<file path="src/rtl/seg_i2c_sequencer_if.sv">
// seg_i2c_sequencer_if
// Purpose: groups the signals between the sequencer and the my_i2c atomic engine.
// Signals:
//   i2c_atomic  - atomic operation code presented to the engine
//   transaction - held high from START issue until STOP issue
//   slave_addr  - 7-bit device address
//   rd_wr       - transfer direction (0 = write)
//   data_out    - byte for the current WRITE
//   i2c_ready   - engine ready / operation-complete indication
// Modports: master (sequencer side), slave (engine side).
interface seg_i2c_sequencer_if;
  logic [7:0] i2c_atomic;
  logic       transaction;
  logic [6:0] slave_addr;
  logic       rd_wr;
  logic [7:0] data_out;
  logic       i2c_ready;

  modport master (
    output i2c_atomic, transaction, slave_addr, rd_wr, data_out,
    input  i2c_ready
  );

  modport slave (
    input  i2c_atomic, transaction, slave_addr, rd_wr, data_out,
    output i2c_ready
  );
endinterface

</file>
<file path="src/rtl/seg_i2c_sequencer.sv">
// seg_i2c_sequencer
// Purpose: turns a segment buffer and a brightness value into complete I2C
// frames (START, WRITE bytes, STOP) for an HT16K33-style LED controller,
// issuing one atomic operation at a time to the my_i2c engine.
// Ports:
//   clk, reset  - system clock, asynchronous active-high reset
//   enable      - engine enable; handshakes only advance while high
//   segs        - segment byte per digit, digit 0 in segs[7:0]
//   update      - pulse requesting a display RAM refresh frame
//   brightness  - dimming level 0..15
//   reinit      - pulse re-running the initialisation frames
//   bus         - engine-side interface (master modport)
//   busy        - a frame is in progress
//   done        - one-cycle pulse after a RAM frame completes
//   err         - sticky timeout flag, cleared by reinit or reset
// Optional feature: define SEG_AUTO_REFRESH_EN to build a free-running counter
// that requests a RAM frame every REFRESH_CYCLES cycles.
module seg_i2c_sequencer #(
  parameter int         NUM_DIGITS     = 4,
  parameter logic [6:0] DEV_ADDR       = 7'h70,
  parameter int         TIMEOUT_CYCLES = 65535,
  parameter int         REFRESH_CYCLES = 2_700_000
) (
  input  logic                    clk,
  input  logic                    reset,
  input  logic                    enable,
  input  logic [8*NUM_DIGITS-1:0] segs,
  input  logic                    update,
  input  logic [3:0]              brightness,
  input  logic                    reinit,
  seg_i2c_sequencer_if.master     bus,
  output logic                    busy,
  output logic                    done,
  output logic                    err
);

  // my_i2c atomic operation codes
  localparam logic [7:0] MY_I2C_IDLE  = 8'h00;
  localparam logic [7:0] MY_I2C_START = 8'h01;
  localparam logic [7:0] MY_I2C_WRITE = 8'h02;
  localparam logic [7:0] MY_I2C_STOP  = 8'h04;

  localparam logic [2:0] S_IDLE      = 3'd0;
  localparam logic [2:0] S_SELECT    = 3'd1;
  localparam logic [2:0] S_ISSUE     = 3'd2;
  localparam logic [2:0] S_WAIT_DONE = 3'd3;
  localparam logic [2:0] S_FINISH    = 3'd4;

  // Init frames are numbered so that the init index maps straight onto them
  localparam logic [1:0] F_OSC  = 2'd0;
  localparam logic [1:0] F_DISP = 2'd1;
  localparam logic [1:0] F_DIM  = 2'd2;
  localparam logic [1:0] F_RAM  = 2'd3;

  localparam logic [4:0] LAST_RAM   = 5'(2 + 2 * NUM_DIGITS);
  localparam logic [4:0] LAST_SHORT = 5'd2;

  logic [2:0]              r_state;
  logic [1:0]              r_frame;
  logic                    r_isInit;
  logic                    r_abort;
  logic [4:0]              r_stepIdx;
  logic [4:0]              r_lastStep;
  logic [15:0]             r_timer;
  logic [8*NUM_DIGITS-1:0] r_segs;
  logic                    r_initPend;
  logic [1:0]              r_initIdx;
  logic                    r_reinitHit;
  logic                    r_ramPend;
  logic [3:0]              r_lastBright;
  logic [7:0]              r_atomic;
  logic                    r_trans;
  logic [7:0]              r_data;
  logic                    r_busy;
  logic                    r_done;
  logic                    r_err;

  logic                    w_dimPend;
  logic                    w_anyPend;
  logic [1:0]              w_pickFrame;
  logic [4:0]              w_ramIdx;
  logic [8*NUM_DIGITS-1:0] w_segShift;
  logic [7:0]              w_writeByte;
  logic                    w_refreshTick;
  logic                    w_lastOp;

  assign bus.i2c_atomic  = r_atomic;
  assign bus.transaction = r_trans;
  assign bus.slave_addr  = DEV_ADDR;
  assign bus.rd_wr       = 1'b0;
  assign bus.data_out    = r_data;
  assign busy            = r_busy;
  assign done            = r_done;
  assign err             = r_err;

`ifdef SEG_AUTO_REFRESH_EN
  logic [31:0] r_refreshCnt;

  // Free-running refresh period counter
  always_ff @(posedge clk or posedge reset) begin
    if (reset) begin
      r_refreshCnt <= 32'(REFRESH_CYCLES - 1);
    end else if (r_refreshCnt == 32'd0) begin
      r_refreshCnt <= 32'(REFRESH_CYCLES - 1);
    end else begin
      r_refreshCnt <= r_refreshCnt - 32'd1;
    end
  end

  assign w_refreshTick = (r_refreshCnt == 32'd0);
`else
  logic w_unusedRefresh;
  assign w_unusedRefresh = |32'(REFRESH_CYCLES);
  assign w_refreshTick   = 1'b0;
`endif

  assign w_dimPend = (brightness != r_lastBright);
  assign w_anyPend = r_initPend | w_dimPend | r_ramPend;
  assign w_lastOp  = r_abort || (r_stepIdx == r_lastStep);

  // RAM payload after the address byte alternates seg byte / 0x00 per digit
  assign w_ramIdx   = r_stepIdx - 5'd2;
  assign w_segShift = r_segs >> {w_ramIdx[4:1], 3'b000};

  // Frame priority: init sequence, then a brightness change, then RAM
  always_comb begin
    w_pickFrame = F_RAM;
    if (r_initPend) begin
      w_pickFrame = r_initIdx;
    end else if (w_dimPend) begin
      w_pickFrame = F_DIM;
    end
  end

  // Byte for the current WRITE step
  always_comb begin
    w_writeByte = 8'h00;
    case (r_frame)
      F_OSC:   w_writeByte = 8'h21;
      F_DISP:  w_writeByte = 8'h81;
      F_DIM:   w_writeByte = {4'hE, brightness};
      default: w_writeByte = (r_stepIdx == 5'd1 || w_ramIdx[0]) ? 8'h00 : w_segShift[7:0];
    endcase
  end

  // Frame sequencer: one atomic op per SELECT/ISSUE/WAIT_DONE round
  always_ff @(posedge clk or posedge reset) begin
    if (reset) begin
      r_state      <= S_IDLE;
      r_frame      <= F_OSC;
      r_isInit     <= 1'b0;
      r_abort      <= 1'b0;
      r_stepIdx    <= 5'd0;
      r_lastStep   <= LAST_SHORT;
      r_timer      <= 16'd0;
      r_segs       <= '0;
      r_initPend   <= 1'b1;
      r_initIdx    <= 2'd0;
      r_reinitHit  <= 1'b0;
      r_ramPend    <= 1'b0;
      r_lastBright <= 4'd0;
      r_atomic     <= MY_I2C_IDLE;
      r_trans      <= 1'b0;
      r_data       <= 8'h00;
      r_busy       <= 1'b0;
      r_done       <= 1'b0;
      r_err        <= 1'b0;
    end else begin
      r_done <= 1'b0;
      case (r_state)
        S_IDLE: begin
          r_atomic <= MY_I2C_IDLE;
          if (w_anyPend) begin
            r_frame    <= w_pickFrame;
            r_isInit   <= r_initPend;
            r_abort    <= 1'b0;
            r_stepIdx  <= 5'd0;
            r_lastStep <= (w_pickFrame == F_RAM) ? LAST_RAM : LAST_SHORT;
            r_busy     <= 1'b1;
            r_state    <= S_SELECT;
            // RAM pending drops here so updates arriving mid-frame queue one more frame
            if (w_pickFrame == F_RAM) begin
              r_segs    <= segs;
              r_ramPend <= 1'b0;
            end
          end
        end
        S_SELECT: begin
          if (r_stepIdx == 5'd0) begin
            r_atomic <= MY_I2C_START;
            r_trans  <= 1'b1;
          end else if (r_stepIdx == r_lastStep) begin
            r_atomic <= MY_I2C_STOP;
            r_trans  <= 1'b0;
          end else begin
            r_atomic <= MY_I2C_WRITE;
            r_data   <= w_writeByte;
            if (r_frame == F_DIM) begin
              r_lastBright <= brightness;
            end
          end
          r_state <= S_ISSUE;
        end
        S_ISSUE: begin
          if (enable && bus.i2c_ready) begin
            r_atomic <= MY_I2C_IDLE;
            r_timer  <= 16'(TIMEOUT_CYCLES);
            r_state  <= S_WAIT_DONE;
          end
        end
        S_WAIT_DONE: begin
          if (enable && bus.i2c_ready) begin
            if (w_lastOp) begin
              r_state <= S_FINISH;
            end else begin
              r_stepIdx <= r_stepIdx + 5'd1;
              r_state   <= S_SELECT;
            end
          end else if (r_timer == 16'd0) begin
            // Timeout: flag it and close the bus with a single STOP
            r_err <= 1'b1;
            if (r_frame == F_DIM) begin
              r_lastBright <= brightness;
            end
            if (w_lastOp) begin
              r_state <= S_FINISH;
            end else begin
              r_abort  <= 1'b1;
              r_atomic <= MY_I2C_STOP;
              r_trans  <= 1'b0;
              r_state  <= S_ISSUE;
            end
          end else begin
            r_timer <= r_timer - 16'd1;
          end
        end
        S_FINISH: begin
          r_busy      <= 1'b0;
          r_done      <= (r_frame == F_RAM) && !r_abort;
          r_reinitHit <= 1'b0;
          // A reinit seen during an init frame restarts from OSC instead of advancing
          if (r_isInit && !r_reinitHit) begin
            if (r_initIdx == F_DIM) begin
              r_initPend <= 1'b0;
              r_initIdx  <= F_OSC;
            end else begin
              r_initIdx <= r_initIdx + 2'd1;
            end
          end
          r_state <= S_IDLE;
        end
        default: r_state <= S_IDLE;
      endcase

      if (update || w_refreshTick) begin
        r_ramPend <= 1'b1;
      end
      if (reinit) begin
        r_initPend <= 1'b1;
        r_initIdx  <= F_OSC;
        r_err      <= 1'b0;
        if (r_state != S_IDLE || w_anyPend) begin
          r_reinitHit <= 1'b1;
        end
      end
    end
  end

endmodule

</file>
<file path="src/flat_wrapper.sv">
// flat-port wrapper written by rule: the top's interface ports become plain ports
module seg_i2c_sequencer_flat 
#(
  parameter int         NUM_DIGITS     = 4,
  parameter logic [6:0] DEV_ADDR       = 7'h70,
  parameter int         TIMEOUT_CYCLES = 65535,
  parameter int         REFRESH_CYCLES = 2_700_000
)
  (clk, reset, enable, segs, update, brightness, reinit, busy, done, err, bus_i2c_atomic, bus_transaction, bus_slave_addr, bus_rd_wr, bus_data_out, bus_i2c_ready);
  seg_i2c_sequencer_if bus_i ();
  input  logic clk;
  input  logic reset;
  input  logic enable;
  input  logic [8*NUM_DIGITS-1:0] segs;
  input  logic update;
  input  logic [3:0] brightness;
  input  logic reinit;
  output logic busy;
  output logic done;
  output logic err;
  output wire logic [$bits(bus_i.i2c_atomic)-1:0] bus_i2c_atomic;
  output wire logic [$bits(bus_i.transaction)-1:0] bus_transaction;
  output wire logic [$bits(bus_i.slave_addr)-1:0] bus_slave_addr;
  output wire logic [$bits(bus_i.rd_wr)-1:0] bus_rd_wr;
  output wire logic [$bits(bus_i.data_out)-1:0] bus_data_out;
  input wire logic [$bits(bus_i.i2c_ready)-1:0] bus_i2c_ready;
  assign bus_i2c_atomic = bus_i.i2c_atomic;
  assign bus_transaction = bus_i.transaction;
  assign bus_slave_addr = bus_i.slave_addr;
  assign bus_rd_wr = bus_i.rd_wr;
  assign bus_data_out = bus_i.data_out;
  assign bus_i.i2c_ready = bus_i2c_ready;
  seg_i2c_sequencer #(.NUM_DIGITS(NUM_DIGITS), .DEV_ADDR(DEV_ADDR), .TIMEOUT_CYCLES(TIMEOUT_CYCLES), .REFRESH_CYCLES(REFRESH_CYCLES)) u_core (.clk(clk), .reset(reset), .enable(enable), .segs(segs), .update(update), .brightness(brightness), .reinit(reinit), .bus(bus_i), .busy(busy), .done(done), .err(err));
endmodule
</file>
<file path="config.mk">
export PLATFORM = sky130hd
export DESIGN_NAME = seg_i2c_sequencer_flat
export DESIGN_NICKNAME = d
export VERILOG_FILES = /design/src/rtl/seg_i2c_sequencer_if.sv /design/src/rtl/seg_i2c_sequencer.sv /design/src/flat_wrapper.sv
export SDC_FILE = /design/constraint.sdc
export NUM_CORES = 1
export LEC_CHECK = 0
export CELL_PAD_IN_SITES_DETAIL_PLACEMENT = 1
export CELL_PAD_IN_SITES_GLOBAL_PLACEMENT = 1
export CORE_ASPECT_RATIO = 2
export CORE_MARGIN = 4
export CORE_UTILIZATION = 35
export CTS_CLUSTER_SIZE = 10
export DETAILED_ROUTE_END_ITERATION = 6
export PLACE_DENSITY_LB_ADDON = 0.1
export SETUP_SLACK_MARGIN = 0.02
export SYNTH_ARGS = -nofsm -noshare
export SYNTH_HDL_FRONTEND = slang
export SYNTH_SLANG_ARGS = --single-unit
</file>
<file path="constraint.sdc">
create_clock -name clk -period 3.2 [get_ports clk]
set_input_delay 0.32 -clock clk [delete_from_list [all_inputs] [get_ports clk]]
set_output_delay 0.32 -clock clk [all_outputs]
set_load 0.01 [all_outputs]
</file>
# After elaboration in Yosys (flattened, before gate mapping)
# Index checks and enable logic that the tools add are counted.
[word_totals]
output_inout_bits = 28
mem_count = 0
mem_bits_ro = 0
ff_bits = 94
latchBits = 0
ram_bits = 0
elab_cells = 159
input_bits = 42
[op_classes]
addsub = 4
n_div = 0
order_cmp = 0
multipliers = 0
shifts = 1
eq_ne = 24
muxes = 66
bitwise_logic = 4
reduce_logical = 41
[ops]
columns = ["cell", "n"]
rows = [
  ["2-to-1 mux 16 bit", 3],
  ["2-to-1 mux 8 bit", 6],
  ["case mux 16 bit (2 select lines)", 1],
  ["case mux 8 bit (4 select lines)", 1],
  [">> shifter 32 x 7 -> 8 bit", 1],
  ["2-to-1 mux 1 bit", 27],
  ["2-to-1 mux 4 bit", 6],
  ["case mux 8 bit (3 select lines)", 1],
  ["nonzero test 2 bit", 12],
  ["2-to-1 mux 3 bit", 7],
  ["AND reduction 5 bit", 4],
  ["AND reduction 3 bit", 6],
  ["logical NOT 16 bit", 1],
  ["subtractor 16 x 1 -> 16 bit, second input constant", 1],
  ["2-to-1 mux 5 bit", 3],
  ["!= test 2 bit, second input constant", 6],
  ["case mux 3 bit (4 select lines)", 1],
  ["2-to-1 mux 2 bit", 5],
  ["case mux 5 bit (2 select lines)", 1],
  ["== test 2 bit, second input constant", 4],
  ["!= test 2 x 1 -> 1 bit, second input constant", 4],
  ["case mux 4 bit (2 select lines)", 1],
  ["AND reduction 4 bit", 2],
  ["== test 3 x 2 -> 1 bit, second input constant", 2],
  ["other kinds (22)", 34],
]

# Longest topological paths before layout
# Gate-level depths: netlist of run 1.
[depth]
ltp_word = 8
ltp_mapped = 9
depth_no_buf = 6

# Worst setup path before layout of run 1
# Ideal clock, no wire load.
[synth_timing]
path_kind = "register to register"
start = "reg u_core.r_stepIdx[0]"
end = "reg u_core.r_atomic[1], in the netlist u_core.bus.i2c_atomic[1]"
slack_ps = 1230
setup_time_ps = 124
t_arrival_ps = 1846
required_time_ps = 3076
stages_incl_launch_ff = 9
synth_period_minus_slack_ps = 1970
path_buffers = 2
path_cell_list = "dfrtp_1 > inv_1 > ha_1 > nand2_1 > a221o_1 > buf_2 > and2_1 > clkbuf_1 > a211o_2"
[synth_between]
elab_chain_len = 4
elab_cells_between_ends = 8
cone_classes = "2 x eq/ne; 3 x mux; 3 x reduce/logical"
[synth_rtl]
columns = ["element", "line_no", "source"]
rows = [
  ["start: declaration", "seg_i2c_sequencer.sv:62", "logic [4:0] r_stepIdx;"],
  ["start signal: assignment", "seg_i2c_sequencer.sv:216", "r_stepIdx <= r_stepIdx + 5'd1;"],
  ["== test 5 bit", "seg_i2c_sequencer.sv:119, seg_i2c_sequencer.sv:192", ""],
  ["2-to-1 mux 3 bit / logical OR 1 bit (equally long branches)", "seg_i2c_sequencer.sv:192, seg_i2c_sequencer.sv:119", ""],
  ["2-to-1 mux 8 bit / != test 2 bit (equally long branches)", "-", ""],
  ["case mux 8 bit (4 select lines) / AND reduction 5 bit (equally long branches)", "-", ""],
  ["end signal: assignment", "seg_i2c_sequencer.sv:172", "r_atomic <= MY_I2C_IDLE;"],
  ["end signal: assignment", "seg_i2c_sequencer.sv:190", "r_atomic <= MY_I2C_START;"],
  ["end signal: assignment", "seg_i2c_sequencer.sv:193", "r_atomic <= MY_I2C_STOP;"],
  ["end: declaration", "seg_i2c_sequencer.sv:71", "logic [7:0] r_atomic;"],
]
# Parallel ways exist; a longest one is shown, timed or not.
# A chain may end at the register's enable or synchronous reset.

# Worst setup path in the final report of run 1
[layout_timing]
start = "reg u_core.r_state[2]"
end = "reg u_core.r_segs[10]"
[layout_between]
elab_chain_len = 2
[layout_rtl]
columns = ["element", "line_no", "source"]
rows = [
  ["start: declaration", "seg_i2c_sequencer.sv:58", "logic [2:0] r_state;"],
  ["start signal: assignment", "seg_i2c_sequencer.sv:149", "r_state <= S_IDLE;"],
  ["start signal: assignment", "seg_i2c_sequencer.sv:180", "r_state <= S_SELECT;"],
  ["start signal: assignment", "seg_i2c_sequencer.sv:202", "r_state <= S_ISSUE;"],
  ["logical NOT 3 bit", "seg_i2c_sequencer.sv:170", "case (r_state)"],
  ["AND reduction 3 bit (no source line)", "-", ""],
  ["end signal: assignment", "seg_i2c_sequencer.sv:183", "r_segs <= segs;"],
  ["end: declaration", "seg_i2c_sequencer.sv:65", "logic [8*NUM_DIGITS-1:0] r_segs;"],
]
# No other way between the ends.

==> results of run 1 <==
kinds of logic (layout without fill, tap and decap cells):
kind of cell / Yosys count / after routing / share of synthesized area
fa+ha+maj: 13 / 13 / 0.0359
flops: 85 / 85 / 0.469
buf+inv: 48 / 97 / 0.0560
xor+xnor: 8 / 8 / 0.0154
other cells: 2 / 13 / 0.00166
simple gates: 112 / 112 / 0.142
mux: 52 / 52 / 0.147
compound gates: 89 / 89 / 0.133
cells in the final DEF (no fill, tap or decap), types with 4 or more instances in the layout:
| master | synthesis | final |
|---|---|---|
| a211oi_1 | 5 | 5 |
| o211ai_1 | 8 | 8 |
| o31ai_1 | 8 | 8 |
| nand3_1 | 10 | 10 |
| or2_2 | 4 | 4 |
| nand2_1 | 15 | 15 |
| mux4_2 | 8 | 8 |
| a31oi_1 | 12 | 12 |
| a21oi_1 | 20 | 19 |
| dfrtp_1 | 84 | 84 |
| xnor2_1 | 4 | 4 |
| mux2i_1 | 7 | 7 |
| nor2_1 | 24 | 24 |
| nand4_1 | 6 | 6 |
| xor2_1 | 4 | 4 |
| a21o_1 | 5 | 5 |
| conb_1 | 2 | 13 |
| clkbuf_16 | 0 | 9 |
| ha_1 | 13 | 13 |
| o21ai_0 | 9 | 9 |
| mux2_2 | 35 | 35 |
| nor3_1 | 7 | 7 |
| inv_1 | 15 | 14 |
| and2_1 | 4 | 4 |
| o21bai_1 | 4 | 4 |
| buf_4 | 14 | 11 |
| clkdlybuf4s50_1 | 0 | 56 |
| nand2b_1 | 5 | 5 |
| or3_1 | 7 | 7 |
power by group through the flow:
stage / Sequential (mW) / Clock (mW) / Combinational, mW
6_report: 1.41 / 1.20 / 1.22
5_1_grt: 1.44 / 1.29 / 1.36
4_1_cts: 1.41 / 1.24 / 1.25
3_5_place_dp: 1.43 / 0 / 1.24
3_3_place_gp: 1.42 / 0 / 1.22
2_1_floorplan: 1.39 / 0 / 0.781
final cells by class:
class | instances | area [um2]
tap | 150 | 188
clock inverter | 6 | 111
multi-input combinational | 287 | 2210
timing repair buffer | 67 | 643
inverter | 15 | 57.6
clock buffer | 9 | 225
sequential | 85 | 2130
fill | 1403 | 7070
synthesized netlist by cell type, types with 5 or more instances:
cell type	number	share of area
clkbuf_1	5	0.0041
buf_4	14	0.023
a211oi_1	5	0.0083
nand4_1	6	0.0083
mux2_2	35	0.087
o211ai_1	8	0.013
nand2_1	15	0.012
dfrtp_1	84	0.46
o21ai_0	9	0.0099
nand2b_1	5	0.0069
ha_1	13	0.036
o31ai_1	8	0.013
or3_1	7	0.0097
a21o_1	5	0.0083
a31oi_1	12	0.017
inv_1	15	0.012
buf_2	11	0.012
a21oi_1	20	0.022
nor3_1	7	0.0077
nand3_1	10	0.011
nor2_1	24	0.020
mux2i_1	7	0.015
mux4_2	8	0.040
sequential cells by signal, indices dropped and copies added (netlist names), 2 cells and up:
| name | flops |
|---|---|
| u_core.r_timer | 16 |
| u_core.bus.data_out | 8 |
| u_core.r_segs | 32 |
| u_core.r_initIdx | 2 |
| u_core.bus.i2c_atomic | 3 |
| u_core.r_frame | 2 |
| u_core.r_stepIdx | 5 |
| u_core.r_state | 3 |
| u_core.r_lastBright | 4 |
through the flow:
step / worst slack [ns] / area (um2) / total power, mW
after floorplan: 0.688 / 4580 / 2.17
after global placement: 0.618 / 5220 / 2.64
after detailed placement: 0.526 / 5220 / 2.67
after CTS: 0.689 / 5560 / 3.90
after global routing: 0.551 / 5560 / 4.09
final: 0.747 / 5560 / 3.84
how the worst max path moves through the flow:
stage	slack (ns)	endpoint	depth (start not counted)	startpoint
2_1_floorplan	0.69	u_core.bus.data_out[0]$_DFFE_PP0P_	1	reset
3_3_place_gp	0.62	u_core.r_segs[2]$_DFFE_PP0P_	5	brightness[1]
3_5_place_dp	0.53	u_core.r_segs[24]$_DFFE_PP0P_	5	brightness[1]
4_1_cts	0.69	u_core.r_timer[10]$_DFFE_PP0P_	5	u_core.r_timer[4]$_DFFE_PP0P_
5_1_grt	0.55	u_core.r_timer[6]$_DFFE_PP0P_	4	u_core.r_timer[4]$_DFFE_PP0P_
6_report	0.75	u_core.r_segs[10]$_DFFE_PP0P_	4	u_core.r_state[2]$_DFFE_PP0P_
metal layers:
layer | wire length [um] | share of wire
met1 | 4240 | 0.34
met2 | 7350 | 0.59
met3 | 410 | 0.033
met4 | 377 | 0.030
met5 | 0 | 0
critical path, cell delays in order, from the launching register on:
cell     delay [ns]
dfrtp_1        0.50
or3_1          0.51
nor4b_1        0.51
a21oi_4        0.37
mux2_1         0.43
==> metrics.md, run 1 <==
| Metric | Value |
|---|---|
| Final HPWL DP | about 9500 um |
| Worst reg2reg path depth | 4 |
| Crit Path Max Fanout | 34 |
| Seq/Total Area, Yosys | 0.469 |
| PwrDens | ~690 mW/mm2 |
| Total number of yosys warnings | 0 |
| Run status | finished, final reports clean |
| Clk Latency, worst-skew pair | 0.34 ns |
| Worst-margin pin slew | between 1 and 1.5 ns |
| Initial Utilization | 0.359 |
| Nets@finish | 520 |
| Ant diodes | 0 |
| FP Rows | 58 |
| Required time of the critical path | 3.42 ns |
| Worst rel slew slack | 0.286 |
| Synthesized area | 0.00454 mm2 |
| Core area | 0.0126 mm2 |
| Final global-route overflow total | 0 |
| Clock sinks | 85 |
| Worst Setup End Kind | register |
| Post-CTS resize count | 0 |
| Final core occ | 0.440 |
| H-Tree Depth | 3 |
| Crit start category | register |
| Fin crit period | 2.45 ns |
| Area growth, synth to finish | 22.6% |
| Inst Count DP | 604 |
| Global-route wire length before repair | 20,300 um |
| Root buffer cell | clkbuf_16 |
| Seq pwr share | 0.368 |
| Final setup violation count | 0 |
| DR WL/cell | 20.0 um |
| Met3 usage | 0.0380 |
| EDFF count, synth | 0 |
| CTS clk-pin slew, worst paths | about 0.07 ns |
| Combinational share of power | 0.318 |
| Pre-antenna DRT Iters | 4 |
| Sw Share | 0.341 |
| Initial DRC count | 99 |
| FF+latch count, synth | 85 |
| Share of cells above drive strength 1 | 0.177 |
| Grt met2 use | 0.340 |
| Reg2reg end | u_core.r_segs[10]$_DFFE_PP0P_ |
| Fin Clk Skew | a little under 0.006 ns |
| # Post-CTS Setup Buffers | 0 |
| Hold Worst Slack | 0.399 ns |
| Chip Height | between 150 and 200 um |
| Synthesized area per cell | 11.1 um2 |
| Final routed DRC violation total | 0 |
| Port bufs | 56 |
| Largest net degree at the start of global routing | 40 |
| Power share of the clock group | 0.314 |
| Met1 Resource Use GR | 0.181 |
| Die ar. | 0.0150 mm2 |
| Setup TNS | 0 ns |
| Max VDD drop | 0.303 mV |
| Maximum root-to-sink buffer count | 2 |
| Main synth FF type | dfrtp_1 |
| Non-Filler Instances | 619 |
| Final ANT Viol Nets | 0 |
| Via count | 3,394 |
| Routability cong. | around 0.75 |
| R2r startpoint | u_core.r_state[2]$_DFFE_PP0P_ |
| Top Usage Layer GRT | met2 |
| Vias in the first global route | 3,848 |
| Critical setup path kind | reg -> reg |
| Initial antenna violation count | 0 |
| Gr usage total | 0.179 |
| Clock buffer count from CTS | 9 |
| Hold Fails Final Rpt | 0 |
| Chip width | 88.5 um |
| Syn Inst Count | 409 |
| RSZ-0062 raised after global routing | no |
| Vias/cell | 5.48 |
| R2r setup slk | 0.75 ns |
| Max cap viols | 0 |
| Number of library cell types mapped by synthesis | 62 |
| CTS tree | done |
| WP data arrival | 2.68 ns |
| Hold buffer count at cts | 0 |
| Internal Dissipation | between 2 and 3 mW |
| Period utilization | 0.767 |
| Class of the tightest hold or removal check | in -> async |
| Final Slew Violations | 0 |
| Ports | 70 |
| Fmax | 408 MHz |
| Asr flop ratio synth | 1.00 |
| Net Switching | approximately 1.3 mW |
| Routed WL | 12,400 um |
| P_leak | 2.35 nW |
Power figures use the tool's default switching activity.
==> run 2: changes to the inputs <==
- clock period: 3.2 -> 2.23 ns (I/O delays scaled with it)
==> run 2 against run 1 <==
  * Register-to-register slack worse by 0.65 ns
  * Via count up 2.8%
  * Sequential share of layout area down 1.5 points
  * Clock skew up 0.0019 ns
  * Worst setup slack worse by 0.65 ns
  * Die area unchanged
  * Clock power up 28%
  * Sequential power up 40%
  * Global-route usage down 0.27 points
  * First-iteration DRC count up 14%
  * Power up 45%
  * Critical path type unchanged
==> metrics.md, run 2 (synthesis results as in run 1) <==
| Metric | Value |
|---|---|
| Hold Fails Final Rpt | 0 (unchanged) |
| Class of the tightest hold or removal check | in -> async |
| Global-route wire length before repair | 20,300 um (-0.17%) |
| Final global-route overflow total | 0 (unchanged) |
| PwrDens | 962 mW/mm2 (+39%) |
| Fillers | 1,411 (+0.57%) |
| Inst Count DP | 633 (+4.8%) |
| Core area | 0.0126 mm2 (unchanged) |
| Slowest CP cell | nor4b_1 |
| Clk Latency, worst-skew pair | 0.34 ns (about the same) |
| Root buffer cell | clkbuf_16 |
| DR WL/cell | 19.2 um (-4.1%) |
| Run status | finished, final reports clean |
| Vias in the first global route | 3,901 (+1.4%) |
| Non-Filler Instances | 649 (+4.8%) |
| R2r startpoint | u_core.r_state[1]$_DFFE_PP0P_ |
| Ports | 70 (unchanged) |
| Max cap viols | 0 (unchanged) |
| Crit start category | register |
| Max FFs per register | 32 (unchanged) |
| Chip Height | 169 um (unchanged) |
| Maximum root-to-sink buffer count | 2 (unchanged) |
| Hold buffer count at cts | 0 (unchanged) |
| Max VDD drop | 0.504 mV (+66%) |
| Design Power | 5.57 mW (+45%) |
| CTS tree | done |
| FP Rows | 58 (unchanged) |
| Fin crit period | 2.13 ns (-0.319 ns) |
| Die ar. | 0.0150 mm2 (unchanged) |
| H-Tree Depth | 3 (unchanged) |
| Buf+Inv Stages, Crit Path | 1 (+1) |
| Period utilization | 0.957 (+0.190) |
| Critical Path Start | u_core.r_state[1]$_DFFE_PP0P_ |
| Final HPWL DP | 9670 um (+1.6%) |
| CP delay by family, top | simple AND/OR/NAND/NOR gates |
| Max stage delay on crit path | 0.53 ns (+0.02 ns) |
| Area growth, synth to finish | 27.6% |
| Commonest non-fill, non-tap cell in the layout | dfrtp_1 |
| Pre-antenna DRT Iters | 4 (unchanged) |
| Largest net degree at the start of global routing | 86 (+110%) |
| Most frequent cells in the layout | dfrtp_1, clkdlybuf4s50_1, buf_4, mux2_2, nor2_1 |
| Clock buffer count from CTS | 9 (unchanged) |
| Clock sinks | 85 (unchanged) |
| Nets@finish | 549 (+5.6%) |
| Critical setup path kind | reg -> reg |
| Worst Setup End Kind | register |
| WP data arrival | 2.36 ns (-0.32 ns) |
| Initial antenna violation count | 0 (unchanged) |
| Worst-margin pin slew | 0.632 ns (-0.436 ns) |
| Routed WL | 12,400 um (+0.56%) |
| Final ANT Viol Nets | 0 (unchanged) |
| Hold Worst Slack | 0.331 ns (-0.0682 ns) |
| Crit path cell chain | or3_1, nor4b_1, a21oi_4, buf_12, mux2_1 |
| Fin Clk Skew | 0.00779 ns (+0.00187 ns) |
| Gr usage total | 0.176 (-0.00266) |
| Via count | 3,490 (+2.8%) |
| CTS clk-pin slew, worst paths | 0.07 ns (about the same) |
| Port bufs | 56 (unchanged) |
| Initial Utilization | 0.359 (unchanged) |
| Chip width | 88.5 um (unchanged) |
| Ant diodes | 0 (unchanged) |
| Biggest register | u_core.r_segs |
| Fmax | 469 MHz (+15%) |
| Share of cells above drive strength 1 | 0.232 (+0.0555) |
| RSZ-0062 raised after global routing | yes |
| Initial DRC count | 113 (+14%) |
| Vias/cell | 5.38 (-1.9%) |
| Routability cong. | 0.771 (+2.9%) |
| Crit Path Max Fanout | 34 (unchanged) |
| Final setup violation count | 0 (unchanged) |
| Worst rel slew slack | 0.573 (+0.287) |
| Final Slew Violations | 0 (unchanged) |
| Required time of the critical path | 2.46 ns (-0.96 ns) |
| P_leak | 2.49 nW (+6.0%) |
| Final routed DRC violation total | 0 (unchanged) |
run 2: timing repair:
action,4_1_cts,5_1_grt
setup buffers,0,0
gates resized for setup,2,3
endpoints found under the setup margin,1,3
run 2: power breakdown:
| group | internal, mW | leakage (nW) | switching, mW |
|---|---|---|---|
| Sequential | 1.78 | 1.05 | 0.192 |
| Combinational | 0.970 | 1.29 | 1.10 |
| Clock | 0.879 | 0.143 | 0.654 |
run 2: cell type report:
cell class	count	area, um2	area share
inverter	15	60.1	0.0104
tap	150	188	0.0324
sequential	85	2130	0.368
clock inverter	6	72.6	0.0125
timing repair buffer	96	886	0.153
multi-input combinational	287	2220	0.384
clock buffer	10	229	0.0396
run 2: worst reg2reg max path, delay by kind of cell, from the launching register on:
family | cells | cell delay (ns)
buf+inv | 1 | 0.19
mux | 1 | 0.34
compound gates | 1 | 0.12
simple gates | 2 | 0.97
flops | 1 | 0.41
run 2: path summary, 6_finish.rpt:
check / endpoint / slack (ns) / cells past startpoint
worst max-delay path: u_core.r_segs[10]$_DFFE_PP0P_ / 0.1 / 5
worst min-delay path: u_core.busy$_DFFE_PP0P_ / 0.33 / 3
worst max register to register: u_core.r_segs[10]$_DFFE_PP0P_ / 0.1 / 5
worst min register to register: u_core.busy$_DFFE_PP0P_ / 0.49 / 1
max in group asynchronous: u_core.bus.data_out[7]$_DFFE_PP0P_ / 1.46 / 3
min in group clk: u_core.r_ramPend$_DFFE_PP0P_ / 0.44 / 2
run 2: routing by layer:
| metal | up-vias | track usage | routed length, um |
|---|---|---|---|
| met4 | 0 | 0.0539 | 204 |
| met3 | 13 | 0.0297 | 348 |
| li1 | 1643 | - | - |
| met5 | - | 0 | 0 |
| met2 | 50 | 0.350 | 7660 |
| met1 | 1784 | 0.178 | 4230 |
run 2: per-stage QoR:
step / setup slack (ns) / instance area, um2 / util / setup TNS (ns)
after floorplan: 0.260 / 4580 / - / 0
after CTS: 0.0289 / 5770 / 0.457 / 0
final: 0.0961 / 5790 / 0.458 / 0
after global placement: 0.0527 / 5470 / 0.433 / 0
after global routing: -0.0113 / 5790 / 0.458 / -0.0113
after detailed placement: 0.00558 / 5470 / 0.433 / 0
==> run 3: changes to the inputs <==
- CORE_UTILIZATION: 35 -> 43
- clock period: 2.23 -> 2.3 ns (I/O delays scaled with it)
==> run 3 against run 2 <==
  * Clock power is 6% lower
  * Global-route usage grew 4.0 points
  * Combinational power down 6%
  * Worst setup slack gained 0.036 ns
  * Critical path depth grew 3
  * Design area decreased by 0.99%
==> metrics.md, run 3 (synthesis results as in run 1) <==
| Metric | Value |
|---|---|
| Run status | finished, final reports clean |
| Max VDD drop | 0.480 mV (-4.6%) |
| Design Power | 5.31 mW (-4.5%) |
| Gr usage total | 0.217 (+0.0405) |
| Setup TNS | 0 ns (unchanged) |
| Maximum root-to-sink buffer count | 2 (unchanged) |
| Routed WL | 12,100 um (-2.4%) |
| Worst rel slew slack | 0.614 (+0.0411) |
| Biggest register | u_core.r_segs |
| Worst Setup End Kind | register |
| Inst Count DP | 614 (-3.0%) |
| Core area | 0.0102 mm2 (-19%) |
| Die ar. | 0.0124 mm2 (-17%) |
| Chip Height | 153 um (-9.3%) |
| Port bufs | 56 (unchanged) |
| CTS tree | done |
| Final Instance Area | 0.00573 mm2 (-0.99%) |
| Vias in the first global route | 3,985 (+2.2%) |
| Initial antenna violation count | 0 (unchanged) |
| Final routed DRC violation total | 0 (unchanged) |
| Routability cong. | 0.826 (+7.1%) |
| Chip width | 80.6 um (-8.9%) |
| Fin Clk Skew | 0.00752 ns (-0.000262 ns) |
| # Post-CTS Setup Buffers | 0 (unchanged) |
| Crit Path Max Fanout | 9 (-74%) |
| Clock buffer count from CTS | 9 (unchanged) |
| Global-route wire length before repair | 20,400 um (+0.85%) |
| Ant diodes | 0 (unchanged) |
| R2r startpoint | u_core.r_timer[1]$_DFFE_PP0P_ |
| FP Rows | 52 (-10%) |
| Pre-antenna DRT Iters | 4 (unchanged) |
| Max FFs per register | 32 (unchanged) |
| CTS clk-pin slew, worst paths | 0.06 ns (about the same) |
| Period utilization | 0.943 (-0.0141) |
| Share of cells above drive strength 1 | 0.224 (-0.00822) |
| Reg2reg end | u_core.r_timer[10]$_DFFE_PP0P_ |
| Fmax | 461 MHz (-1.6%) |
| Area growth, synth to finish | 26.3% |
| Crit start category | register |
| Vias/cell | 5.60 (+4.2%) |
| Class of the tightest hold or removal check | in -> async |
| Final global-route overflow total | 0 (unchanged) |
| Critical setup path kind | reg -> reg |
| Slack of the critical path | 0.132 ns (+0.0355 ns) |
| Nets@finish | 545 (-0.73%) |
| Clock sinks | 85 (unchanged) |
| Root buffer cell | clkbuf_16 |
| PwrDens | 928 mW/mm2 (-3.6%) |
| Ports | 70 (unchanged) |
| Via count | 3,529 (+1.1%) |
| Worst reg2reg path depth | 8 (+3) |
| DR WL/cell | 19.3 um (+0.56%) |
| Initial DRC count | 167 (+48%) |
| Pre-CTS WS | 0.0870 ns (+0.0814 ns) |
| Final HPWL DP | 9610 um (-0.64%) |
| R2r setup slk | 0.13 ns (+0.04 ns) |
| Largest net degree at the start of global routing | 50 (-42%) |
| Final Slew Violations | 0 (unchanged) |
| H-Tree Depth | 3 (unchanged) |
| Initial Utilization | 0.444 (+0.0848) |
| Required time of the critical path | 2.51 ns (+0.05 ns) |
| P_leak | 2.46 nW (-1.1%) |
| WP data arrival | 2.38 ns (+0.02 ns) |
| Most frequent cells in the layout | dfrtp_1, clkdlybuf4s50_1, mux2_2, buf_4, nor2_1 |
| Hold Fails Final Rpt | 0 (unchanged) |
| Worst-margin pin slew | 0.572 ns (-0.0608 ns) |
| Non-Filler Instances | 630 (-2.9%) |
| Fin crit period | 2.17 ns (+0.0345 ns) |
| Commonest non-fill, non-tap cell in the layout | dfrtp_1 |
| Placed cell area | 0.00542 mm2 (-0.89%) |
| Final ANT Viol Nets | 0 (unchanged) |
| RSZ-0062 raised after global routing | no |
| Max cap viols | 0 (unchanged) |
| Final setup violation count | 0 (unchanged) |
| Clk Latency, worst-skew pair | 0.34 ns (about the same) |
[run 3: cell types whose count changed in the layout (fill, tap and decap cells not counted), sizes merged]
cell and delta:
clkinvlp +1, buf -4, inv -1
[run 3: routing by layer]
metal / up-vias / global-route usage / part of all wire
met4: 0 / 0.110 / 0.045
li1: 1645 / - / -
met3: 26 / 0.0406 / 0.029
met1: 1794 / 0.217 / 0.34
met2: 64 / 0.407 / 0.59
met5: - / 0 / 0
[run 3: layout make-up]
type	count	area (um2)
flip-flops and latches	85	2130
repair buffers	92	856
clock buffers	10	229
multi-input cells	287	2220
well taps	135	169
clock inverters	6	63.8
inverters	15	60.1
fillers	1096	4490
[run 3: how the worst max path moves through the flow]
stage	cells after the start	to	start	slack (ns)
after floorplan	8	u_core.bus.i2c_atomic[1]$_DFFE_PP0P_	u_core.r_stepIdx[0]$_DFFE_PP0P_	0.33
after global placement	6	u_core.r_segs[10]$_DFFE_PP0P_	brightness[1]	0.18
after detailed placement	6	u_core.r_segs[11]$_DFFE_PP0P_	brightness[1]	0.09
after CTS	5	u_core.r_segs[11]$_DFFE_PP0P_	u_core.r_state[2]$_DFFE_PP0P_	0.13
after global routing	8	u_core.r_timer[10]$_DFFE_PP0P_	u_core.r_timer[1]$_DFFE_PP0P_	0.05
final	8	u_core.r_timer[10]$_DFFE_PP0P_	u_core.r_timer[1]$_DFFE_PP0P_	0.13
[run 3: through the flow]
step / util / hold WS, ns
2_1_floorplan: - / 0.293
3_3_place_gp: 0.531 / 0.467
3_5_place_dp: 0.531 / 0.477
4_1_cts: 0.559 / 0.238
5_1_grt: 0.561 / 0.267
6_report: 0.561 / 0.234
[run 3: timing repair]
action	in CTS	in global routing
gates resized for setup	0	3
hold buffers	0	0
endpoints found under the setup margin	0	7
[run 3: power by group]
group          switching [mW]  leakage (nW)  total, mW  internal [mW]
combinational            1.05          1.27       1.95          0.905
sequential              0.200          1.05       1.92           1.72
clock                   0.600         0.138       1.44          0.840
[run 3: critical path: stages, from the launching register on]
cell and delay [ns]:
dfrtp_1 0.38, inv_1 0.08, ha_1 0.18, nor4b_2 0.16, and4_1 0.26, buf_4 0.17
buf_4 0.16, o31ai_1 0.20, or3b_2 0.46
